`config.mk`:
```
export PLATFORM = sky130hd
export DESIGN_NAME = mem_stage
export DESIGN_NICKNAME = d
export VERILOG_FILES = /design/src/rtl/mem_stage.sv
export SDC_FILE = /design/constraint.sdc
export NUM_CORES = 1
export LEC_CHECK = 0
export CORE_ASPECT_RATIO = 1.2
export CORE_MARGIN = 2
export CORE_UTILIZATION = 46
export CTS_BUF_LIST = sky130_fd_sc_hd__clkbuf_8
export DETAILED_ROUTE_END_ITERATION = 16
export PLACE_DENSITY = 0.83
export SLEW_MARGIN = 20
export SYNTH_ARGS = -nofsm -noshare
export SYNTH_HDL_FRONTEND = slang
export SYNTH_SLANG_ARGS = --single-unit
```
`constraint.sdc`:
```
create_clock -name clk -period 2.9 [get_ports clk]
set_clock_uncertainty 0.2 [all_clocks]
set_input_delay 0.29 -clock clk [delete_from_list [all_inputs] [get_ports clk]]
set_output_delay 0.29 -clock clk [all_outputs]
set_load 0.05 [all_outputs]
```
`src/rtl/mem_stage.sv`:
```
// Memory-access pipeline stage: holds one entry, waits for the data response it
// is owed, aligns load data and drives the writeback and forwarding buses.
module mem_stage (
  input  logic        clk,
  input  logic        reset,
  input  logic        pms_valid,
  input  logic        pms_req_ok,
  input  logic        pms_res_from_mem,
  input  logic        pms_res_to_mem,
  input  logic [2:0]  pms_load_type,
  input  logic [1:0]  pms_paddr_lo,
  input  logic        pms_rf_we,
  input  logic [4:0]  pms_dest,
  input  logic [31:0] pms_result,
  input  logic [31:0] pms_pc,
  input  logic        pms_ex,
  output logic        ms_allowin,
  input  logic        flush,
  input  logic        data_ok,
  input  logic [31:0] data_rdata,
  input  logic        ws_allowin,
  output logic        ms_to_ws_valid,
  output logic        ms_rf_we,
  output logic [4:0]  ms_dest,
  output logic [31:0] ms_result,
  output logic [31:0] ms_pc,
  output logic [4:0]  fwd_dest,
  output logic [31:0] fwd_data,
  output logic        fwd_pending
);

  typedef enum logic [1:0] {
    S_IDLE = 2'd0,
    S_WAIT = 2'd1,
    S_HOLD = 2'd2,
    S_DROP = 2'd3
  } state_t;

  localparam logic [2:0] LD_LW  = 3'd0;
  localparam logic [2:0] LD_LB  = 3'd1;
  localparam logic [2:0] LD_LBU = 3'd2;
  localparam logic [2:0] LD_LH  = 3'd3;
  localparam logic [2:0] LD_LHU = 3'd4;

  function automatic logic [31:0] align_load(input logic [2:0]  lt,
                                             input logic [1:0]  lo,
                                             input logic [31:0] raw);
    logic signed [7:0]  b;
    logic signed [15:0] h;
    logic signed [31:0] ext;
    b   = raw[{lo, 3'b000} +: 8];
    h   = lo[1] ? raw[31:16] : raw[15:0];
    ext = '0;
    case (lt)
      LD_LB:   ext = 32'(b);
      LD_LBU:  ext = {24'd0, b};
      LD_LH:   ext = 32'(h);
      LD_LHU:  ext = {16'd0, h};
      LD_LW:   ext = raw;
      default: ext = raw;
    endcase
    return ext;
  endfunction

  state_t      state_q, state_d;
  logic        ms_valid_q, ms_valid_d;
  logic [31:0] rdata_buf_q, rdata_buf_d;
  logic        load_q, load_d;
  logic        store_q, store_d;
  logic [2:0]  load_type_q, load_type_d;
  logic [1:0]  paddr_lo_q, paddr_lo_d;
  logic        rf_we_q, rf_we_d;
  logic [4:0]  dest_q, dest_d;
  logic [31:0] result_q, result_d;
  logic [31:0] pc_q, pc_d;
  logic        ex_q, ex_d;

  logic        ms_ready_go;
  logic        accept;
  logic        new_wait;
  logic [31:0] raw_data;

  always_comb begin
    ms_ready_go = 1'b0;
    case (state_q)
      S_IDLE:  ms_ready_go = 1'b1;
      S_WAIT:  ms_ready_go = data_ok;
      S_HOLD:  ms_ready_go = 1'b1;
      S_DROP:  ms_ready_go = 1'b0;
      default: ms_ready_go = 1'b0;
    endcase
    ms_allowin = (state_q != S_DROP) && (!ms_valid_q || (ms_ready_go && ws_allowin));
    // A flushed cycle never takes a new entry: upstream is being squashed too.
    accept   = pms_valid && ms_allowin && !flush;
    new_wait = accept && pms_req_ok;
  end

  always_comb begin
    state_d     = state_q;
    rdata_buf_d = rdata_buf_q;
    case (state_q)
      S_IDLE: begin
        if (new_wait) state_d = S_WAIT;
      end
      S_WAIT: begin
        if (flush) begin
          state_d = data_ok ? S_IDLE : S_DROP;
        end else if (data_ok) begin
          if (ws_allowin) begin
            state_d = new_wait ? S_WAIT : S_IDLE;
          end else begin
            state_d     = S_HOLD;
            rdata_buf_d = data_rdata;
          end
        end
      end
      S_HOLD: begin
        if (flush) state_d = S_IDLE;
        else if (ws_allowin) state_d = new_wait ? S_WAIT : S_IDLE;
      end
      S_DROP: begin
        if (data_ok) state_d = S_IDLE;
      end
      default: state_d = S_IDLE;
    endcase
  end

  always_comb begin
    ms_valid_d  = flush ? 1'b0 : (ms_allowin ? accept : ms_valid_q);
    load_d      = load_q;
    store_d     = store_q;
    load_type_d = load_type_q;
    paddr_lo_d  = paddr_lo_q;
    rf_we_d     = rf_we_q;
    dest_d      = dest_q;
    result_d    = result_q;
    pc_d        = pc_q;
    ex_d        = ex_q;
    if (accept) begin
      load_d      = pms_res_from_mem;
      store_d     = pms_res_to_mem;
      load_type_d = pms_load_type;
      paddr_lo_d  = pms_paddr_lo;
      rf_we_d     = pms_rf_we;
      dest_d      = pms_dest;
      result_d    = pms_result;
      pc_d        = pms_pc;
      ex_d        = pms_ex;
    end
  end

  // Entry fields are cleared too so the forward bus reads zero out of reset.
  always_ff @(posedge clk or negedge reset) begin
    if (!reset) begin
      state_q     <= S_IDLE;
      ms_valid_q  <= 1'b0;
      rdata_buf_q <= '0;
      load_q      <= 1'b0;
      store_q     <= 1'b0;
      load_type_q <= '0;
      paddr_lo_q  <= '0;
      rf_we_q     <= 1'b0;
      dest_q      <= '0;
      result_q    <= '0;
      pc_q        <= '0;
      ex_q        <= 1'b0;
    end else begin
      state_q     <= state_d;
      ms_valid_q  <= ms_valid_d;
      rdata_buf_q <= rdata_buf_d;
      load_q      <= load_d;
      store_q     <= store_d;
      load_type_q <= load_type_d;
      paddr_lo_q  <= paddr_lo_d;
      rf_we_q     <= rf_we_d;
      dest_q      <= dest_d;
      result_q    <= result_d;
      pc_q        <= pc_d;
      ex_q        <= ex_d;
    end
  end

  always_comb begin
    raw_data       = (state_q == S_HOLD) ? rdata_buf_q : data_rdata;
    ms_result      = load_q ? align_load(load_type_q, paddr_lo_q, raw_data) : result_q;
    ms_to_ws_valid = ms_valid_q && ms_ready_go && !flush;
    ms_rf_we       = rf_we_q && ms_valid_q && !ex_q && !store_q;
    ms_dest        = dest_q;
    ms_pc          = pc_q;
    fwd_dest       = dest_q & {5{ms_valid_q && rf_we_q}};
    fwd_data       = ms_result;
    fwd_pending    = ms_valid_q && load_q && (state_q == S_WAIT) && !data_ok;
  end

endmodule

```
* Yosys cells after proc, flatten, opt, wreduce, memory -nomap -nowiden
Index checks and enable logic that the tools add are counted.
Word-level totals: register bits 113, bits in latches 0, memory bits (writable) 0, ROM bits 0, input bits 117, output and inout bits 110, word-level logic and storage cells 69, memories kept 0
Cells by class: add/subtract/negate cells 0, $mul 0, div/mod/pow operators 0, magnitude comparators 0, equal/unequal tests 12, shift-type cells 1, multiplexer cells 17, bitwise gates (word level) 3, reduce and logical (&&, ||, !) cells 24
Operator list (count):
- $pmux 32 s4 | 1
- $mux 32 | 2
- $shiftx 32x6->8 | 1
- $mux 16 | 1
- $mux 2 | 8
- $logic_and 1x1->1 | 13
- $pmux 2 s4 | 1
- $reduce_and 4->1 | 2
- $eq 3x2->1 const B | 2
- $ne 2x2->1 const B | 3
- $ne 3x3->1 const B | 2
- $and 5x5->5 | 1
- $logic_not 1->1 | 5
- $eq 2x2->1 const B | 2
- $eq 3x1->1 const B | 1
- $eq 3x3->1 const B | 1
- $mux 1 | 3
- $pmux 1 s3 | 1
- $eq 2x1->1 const B | 1
- $logic_not 2->1 | 1
- $not 1->1 | 2
- $reduce_bool 2->1 | 1
- $reduce_or 2->1 | 1
- $logic_or 1x1->1 | 1

* Logic depth before layout (Yosys ltp)
Gate-level depths: netlist of the first run.
depth after elaboration 14, gate-level depth with buffers 8, depth with buffers taken out 5

* Worst setup path after synthesis of the first run
OpenSTA, ideal clock, no wires.
path kind reg-to-output, start register state_q[0], end output port ms_result[15], arrival 2.888 ns, required time 2.410 ns, setup slack -0.478 ns, cell stages (with the launch flop) 9, path buffers 3, path through dfrtp_1 nand2b_4 buf_6 mux4_2 mux2i_4 or3_1 buf_2 a31oi_1 buf_4
Between the ends: longest elaborated chain between the ends 5, elaborated cells on any way between the ends 6
Ends and longest elaborated chain:
- from (decl) | line 65 | state_t state_q, state_d;
- from (signal assigned) | line 168 | state_q <= state_d;
- $eq 2x2->1 (*) | line 184 | raw_data = (state_q == S_HOLD) ? rdata_buf_q : data_rdata;
- $mux 32 (*) | line 184
- $shiftx 32x6->8 or $mux 16 (tied branches) | line 51, 52
- $pmux 32 s4 (*) | line 54 | case (lt)
- $mux 32 (*) | line 185 | ms_result = load_q ? align_load(load_type_q, paddr_lo_q, raw_data) : result_q;
- to (decl) | line 25 | output logic [31:0] ms_result,
Every way passes the cells marked *; elsewhere a longest branch is shown, timed or not.

* Worst setup path in the final report of the first run
start register state_q[1], end output port fwd_data[7]
Between the ends: longest elaborated chain between the ends 5, elaborated cells on any way between the ends 6
Ends and longest elaborated chain:
- $eq 2x2->1 (*) | line 184
- $mux 32 (*) | line 184
- $shiftx 32x6->8 or $mux 16 (tied branches) | line 51, 52
- $pmux 32 s4 (*) | line 54
- $mux 32 (*) | line 185
- to (decl) | line 28 | output logic [31:0] fwd_data,
Marks and branches as above.

==> results of run 1 <==
[worst max-delay path, cell delays in order, from the launching register on]
cell and delay [ns]:
dfrtp_1 0.43, nand2b_4 0.14, buf_4 0.14, buf_16 0.17
mux2i_2 0.37, nor2b_1 0.23, o32a_1 0.28, a31oi_4 0.19
buf_12 0.25
[layout make-up]
class | instances | area [µm²] | area share
tap | 168 | 210 | 0.0209
sequential | 113 | 2830 | 0.282
clock inverter | 13 | 136 | 0.0136
multi-input combinational | 340 | 3340 | 0.333
clock buffer | 19 | 262 | 0.0261
antenna | 2 | 5.00 | 0.000499
timing repair buffer | 271 | 3230 | 0.322
inverter | 7 | 26.3 | 0.00262
[sequential cells by signal, indices dropped and copies added (netlist names)]
register,flops
ms_pc,32
rdata_buf_q,32
result_q,32
ms_dest,5
load_type_q,3
paddr_lo_q,2
state_q,2
ex_q,1
load_q,1
ms_valid_q,1
rf_we_q,1
store_q,1
[final timing paths]
kind                                      from              to  slack (ns)  depth (start not counted)
worst max-delay path                state_q[1]     fwd_data[7]       -0.22                          8
worst min-delay path                     reset        ms_pc[7]        0.20                          2
worst max register to register      ms_valid_q       ms_pc[13]        0.60                          6
worst min register to register  rdata_buf_q[9]  rdata_buf_q[9]        0.31                          1
max in group asynchronous                reset         rf_we_q        1.53                          3
min in group clk                     pms_pc[9]        ms_pc[9]        0.27                          2
[logic make-up after synthesis]
| logic type | Yosys count | synth area share |
|---|---|---|
| simple gates | 91 | 0.0753 |
| xor+xnor | 3 | 0.00431 |
| buf+inv | 76 | 0.0711 |
| mux | 142 | 0.271 |
| flops | 113 | 0.463 |
| compound gates | 104 | 0.115 |
[cells in the final DEF (no fill, tap or decap), types with 6 or more instances in the layout]
cell type / n
mux4_2: 6
o21ai_0: 24
mux2_2: 114
a21oi_4: 6
clkdlybuf4s50_1: 159
buf_4: 35
buf_12: 53
nand2_1: 11
clkbuf_8: 19
clkinvlp_4: 6
mux2i_4: 7
nor3_1: 8
a21oi_1: 10
buf_6: 20
mux2i_1: 10
and3b_1: 8
dfrtp_1: 110
o22a_4: 16
nor2_1: 37
a211oi_2: 10
inv_1: 8
[routing by layer]
| metal | share of wire | wire length [µm] | up-vias |
|---|---|---|---|
| met1 | 0.33 | 7620 | 2785 |
| met4 | 0.065 | 1480 | 0 |
| met2 | 0.51 | 11600 | 414 |
| met3 | 0.094 | 2140 | 113 |
| li1 | - | - | 2341 |
| met5 | 0 | 0 | - |
[metrics by stage]
step	util	std cells	area [µm²]	TNS, ns
after floorplan	-	529	6170	-0.571
after global placement	0.682	876	8910	-0.0434
after detailed placement	0.682	876	8910	-2.67
after CTS	0.725	913	9480	-4.52
after global routing	0.768	933	10000	-12.47
final	0.768	933	10000	-8.50
[timing repair]
action	4_1_cts	5_1_grt
endpoints found under the setup margin	64	64
cloned	0	4
hold buffers	1	0
buffers inserted	4	14
resized for setup	40	74
hold endpoints to repair	39	0
pin swaps	1	27
[power groups by stage]
| stage | Clock, mW | Sequential (mW) | Combinational, mW |
|---|---|---|---|
| after floorplan | 0 | 2.43 | 2.45 |
| after global placement | 0 | 2.15 | 4.41 |
| after detailed placement | 0 | 2.19 | 4.49 |
| after CTS | 1.51 | 2.17 | 4.61 |
| after global routing | 1.61 | 2.26 | 5.17 |
| final | 1.53 | 2.23 | 5.01 |
==> run_results.csv, run 1 <==
group,metric,value,unit
status,status,"finished with violations",
status,violations,"negative setup slack",
clock_tree,htreeDepth,4,
synthesis,syn_nets,646,
global_route,grt.overflow.total,0,
layout,syn_to_final_growth,64.5,%
job,cap_violations,0,
global_route,grt_use_met3,0.0844,
drt,vias_per_cell,6.06,
global_route,met2_usage,0.494,
sta,setup_viol,57,
critical_path,start_kind,"flop",
critical_path,path_max_fanout,10,
clock_tree,cts_tree,"built",
drt,drcViolationCount,0,
layout,nets,867,
power_and_ir_drop,p_int,4.95,mW
critical_path,arrival,2.63,ns
synthesis,synthTopCellsByCount,"114 x mux2_2, 113 x dfrtp_1, 42 x nor2_1, 32 x buf_4, 26 x o21ai_0",
sta,rsz0062_at_grt,"yes",
synthesis,synth_warnings,0,
floorplanning,core,13100,µm²
synthesis,synth_top_flop_cell,"dfrtp_1",
synthesis,synth_top_area_cell,"dfrtp_1",
floorplanning,die_w,109,µm
drt,antenna_left,0,
sta,slew_violations,0,
synthesis,yosysTopAreaCellShare,0.463,
sta,fin_crit_sh,1.07,
clock_tree,numCtsBuffers,17,
power_and_ir_drop,sw_frac_of_total,0.436,
power_and_ir_drop,vdd_drop_max,635,µV
clock_tree,cts-root-buf,"clkbuf_8",
sta,tightest_slew,0.963,ns
placement,place.gp.congestion,0.876,
synthesis,synth.most_common_cell,"mux2_2",
critical_path,cp.required,2.41,ns
placement,place_worst_setup_slack,-0.124,ns
floorplanning,ios,227,
critical_path,crit_path_end_kind,"output port",
floorplanning,die_h,130,µm
clock_tree,clk_latency,0.43,ns
power_and_ir_drop,sequentialPowerShare,0.254,
synthesis,synth.distinct_cells,41,
floorplanning,rows,46,
layout,drive_gt1_frac,0.444,
synthesis,synth_edf_count,0,
clock_tree,clock_path_buffers,2,
sta,timing.final.hold_violations,0,
floorplanning,die_area,14200,µm²
floorplanning,start_util,0.467,
synthesis,synth_area,6100,µm²
drt,drt_iter0_markers,538,
global_route,antenna_found_initial,2,
global_route,busiest_layer,"met2",
power_and_ir_drop,clkPwrFrac,0.174,
sta,fmax,321,MHz
power_and_ir_drop,p_leak,4.25,nW
global_route,grt_max_degree,53,
synthesis,async_reset_ff_frac,1.00,
synthesis,synth_seq_cells,113,
clock_tree,path_clk_slew,0.08,ns
global_route,grt_pass1_vias,5747,
sta,setup_slack,-0.217,ns
drt,post_drt_wl_per_cell,24.4,µm
global_route,grt_pass1_wl,30500,µm
sta,holdWs,0.200,ns
drt,dr.pass1.iters,6,
layout,fill_cells,677,
drt,drt_wl_total,22800,µm
drt,vias,5653,
min_path,min_path_type,"in -> async",
sta,slew_headroom,0.358,
clock_tree,clock_sinks,113,
placement,hpwlAfterDp,14100,µm
sta,fin_crit,3.12,ns
synthesis,syn_area_per_cell,11.5,µm²
synthesis,synth_area_leaders,"dfrtp_1 46%, mux2_2 21%, buf_4 3.9%",
power_and_ir_drop,power_frac_comb,0.572,
power_and_ir_drop,p_per_area,874,nW/µm²
synthesis,yosysSeqAreaShare,0.463,
power_and_ir_drop,switchingPower,3.82,mW
synthesis,synthCells,529,
global_route,grtUsageTotal,0.284,
placement,port_buffers,226,
power_and_ir_drop,p_total,8.77,mW
critical_path,crit_type,"reg -> out",
global_route,use_met1,0.314,
Power figures use the tool's default switching activity.
==> run 2: changes to the inputs <==
--- a/config.mk
+++ b/config.mk
@@ -7,10 +7,12 @@
 export LEC_CHECK = 0
 export CORE_ASPECT_RATIO = 1.2
 export CORE_MARGIN = 2
-export CORE_UTILIZATION = 46
+export CORE_UTILIZATION = 55
 export CTS_BUF_LIST = sky130_fd_sc_hd__clkbuf_8
 export DETAILED_ROUTE_END_ITERATION = 16
-export PLACE_DENSITY = 0.83
+export DONT_BUFFER_PORTS = 1
+export MAX_ROUTING_LAYER = met4
+export PLACE_DENSITY = 0.7
 export SLEW_MARGIN = 20
 export SYNTH_ARGS = -nofsm -noshare
 export SYNTH_HDL_FRONTEND = slang
==> run_results.csv, run 2 (same netlist as run 1, synthesis figures left out) <==
group,metric,value,unit
critical_path,start_kind,"flop",
sta,setup_viol,54,
drt,post_drt_wl_per_cell,24.0,µm
floorplanning,ios,227,
status,violations,"negative hold slack, negative setup slack",
drt,vias,5158,
global_route,antenna_found_initial,0,
global_route,grt_pass1_vias,5467,
sta,tightest_slew,1.02,ns
power_and_ir_drop,p_leak,3.81,nW
drt,drcViolationCount,0,
floorplanning,die_h,119,µm
clock_tree,cts.hold.buffers_added,117,
global_route,grtUsageTotal,0.326,
floorplanning,die_area,12000,µm²
layout,final_cell_mix,"117 x dlygate4sd3_1, 114 x mux2_2, 110 x dfrtp_1",
critical_path,timing.critical_path.buf_inv,1,
clock_tree,htreeDepth,4,
layout,nets,783,
sta,timing.final.hold_violations,113,
sta,fin_crit,3.10,ns
sta,fmax,322,MHz
floorplanning,rows,42,
clock_tree,cts-root-buf,"clkbuf_8",
critical_path,arrival,2.61,ns
layout,final_common_cell,"dlygate4sd3_1",
floorplanning,core,10900,µm²
power_and_ir_drop,p_per_area,868,nW/µm²
clock_tree,clock_path_buffers,2,
layout,drive_gt1_frac,0.418,
global_route,grt_max_degree,114,
drt,drt_iter0_markers,387,
global_route,grt_pass1_wl,28800,µm
layout,final_cell_area,8860,µm²
layout,utilization,0.811,
critical_path,crit_type,"reg -> out",
critical_path,crit_path_end_kind,"output port",
drt,dr.pass1.iters,6,
sta,rsz0062_at_grt,"yes",
critical_path,path_cells,"nand2b_4 -> mux4_2 -> mux2i_4 -> o311ai_4 -> o22a_1 -> buf_12",
job,cap_violations,0,
placement,place_area,6770,µm²
drt,drt_wl_total,19500,µm
critical_path,slowest_stage,"o311ai_4",
critical_path,slowest_delay,0.59,ns
drt,antenna_left,0,
critical_path,critical-path-top-delay-family,"compound AO/OA/AOI/OAI gates",
global_route,grt.overflow.total,0,
clock_tree,cts_tree,"built",
sta,slew_violations,0,
layout,syn_to_final_growth,45.2,%
placement,place.gp.congestion,0.889,
critical_path,cp.required,2.41,ns
layout,stdcell_count,811,
clock_tree,clk_latency,0.45,ns
critical_path,path_max_fanout,8,
clock_tree,numCtsBuffers,17,
floorplanning,start_util,0.558,
sta,setup_slack,-0.204,ns
drt,vias_per_cell,6.36,
placement,port_buffers,0,
placement,dp.cells,645,
power_and_ir_drop,vdd_drop_max,553,µV
sta,slew_headroom,0.323,
sta,holdWs,-0.671,ns
floorplanning,die_w,100,µm
status,status,"finished with violations",
sta,fin_crit_sh,1.07,
clock_tree,clock_sinks,113,
clock_tree,path_clk_slew,0.08,ns
min_path,min_path_type,"in -> async",
layout,n_antenna_cell,0,
placement,hpwlAfterDp,11200,µm
-- run 2: timing repair --
| item | CTS | global route |
|---|---|---|
| gates cloned | 1 | 2 |
| hold endpoints to repair | 226 | 113 |
| endpoints found under the setup margin | 64 | 64 |
| resized for setup | 24 | 55 |
| pin swaps | 19 | 15 |
| buffers inserted | 4 | 10 |
-- run 2: final cells by class --
cell class	instances	area, µm²
Clock buffer	17	234
Clock inverter	15	149
Fill cell	585	2070
Inverter	7	26.3
Multi-Input combinational cell	341	3270
Sequential cell	113	2830
Tap cell	132	165
Timing Repair Buffer	186	2180
-- run 2: path summary, 6_finish.rpt --
kind | start | end | slack, ns | cells after the start
max | state_q[0] | ms_result[24] | -0.20 | 6
min | reset | rdata_buf_q[3] | -0.67 | 0
max reg2reg | state_q[1] | result_q[2] | 0.43 | 6
min reg2reg | rdata_buf_q[9] | rdata_buf_q[9] | 0.31 | 1
max in group asynchronous | reset | rdata_buf_q[15] | 2.93 | 0
min in group clk | rdata_buf_q[9] | rdata_buf_q[9] | 0.31 | 1
-- run 2: power by group --
| group | leakage [nW] | internal, mW | switching (mW) |
|---|---|---|---|
| Combinational | 2.27 | 1.48 | 2.18 |
| Sequential | 1.36 | 1.91 | 0.641 |
| Clock | 0.184 | 0.701 | 0.772 |
| Total | 3.81 | 4.09 | 3.59 |
-- run 2: layer usage --
layer | share of wire | track usage | up-vias
met3 | 0.081 | 0.0751 | 93
met5 | 0 | - | -
met1 | 0.35 | 0.364 | 2533
met4 | 0.055 | 0.179 | 0
met2 | 0.51 | 0.537 | 353
li1 | - | - | 2179
-- run 2: stage by stage --
step	power [mW]	setup TNS, ns	setup slack (ns)	hold slack (ns)
finish	7.69	-5.54	-0.204	-0.671
detailed placement	5.75	0	0.196	-0.202
CTS	7.45	-5.34	-0.146	-0.680
floorplan	4.89	-0.571	-0.135	-0.206
global placement	5.69	0	0.267	-0.202
global route	7.94	-9.54	-0.252	-0.697
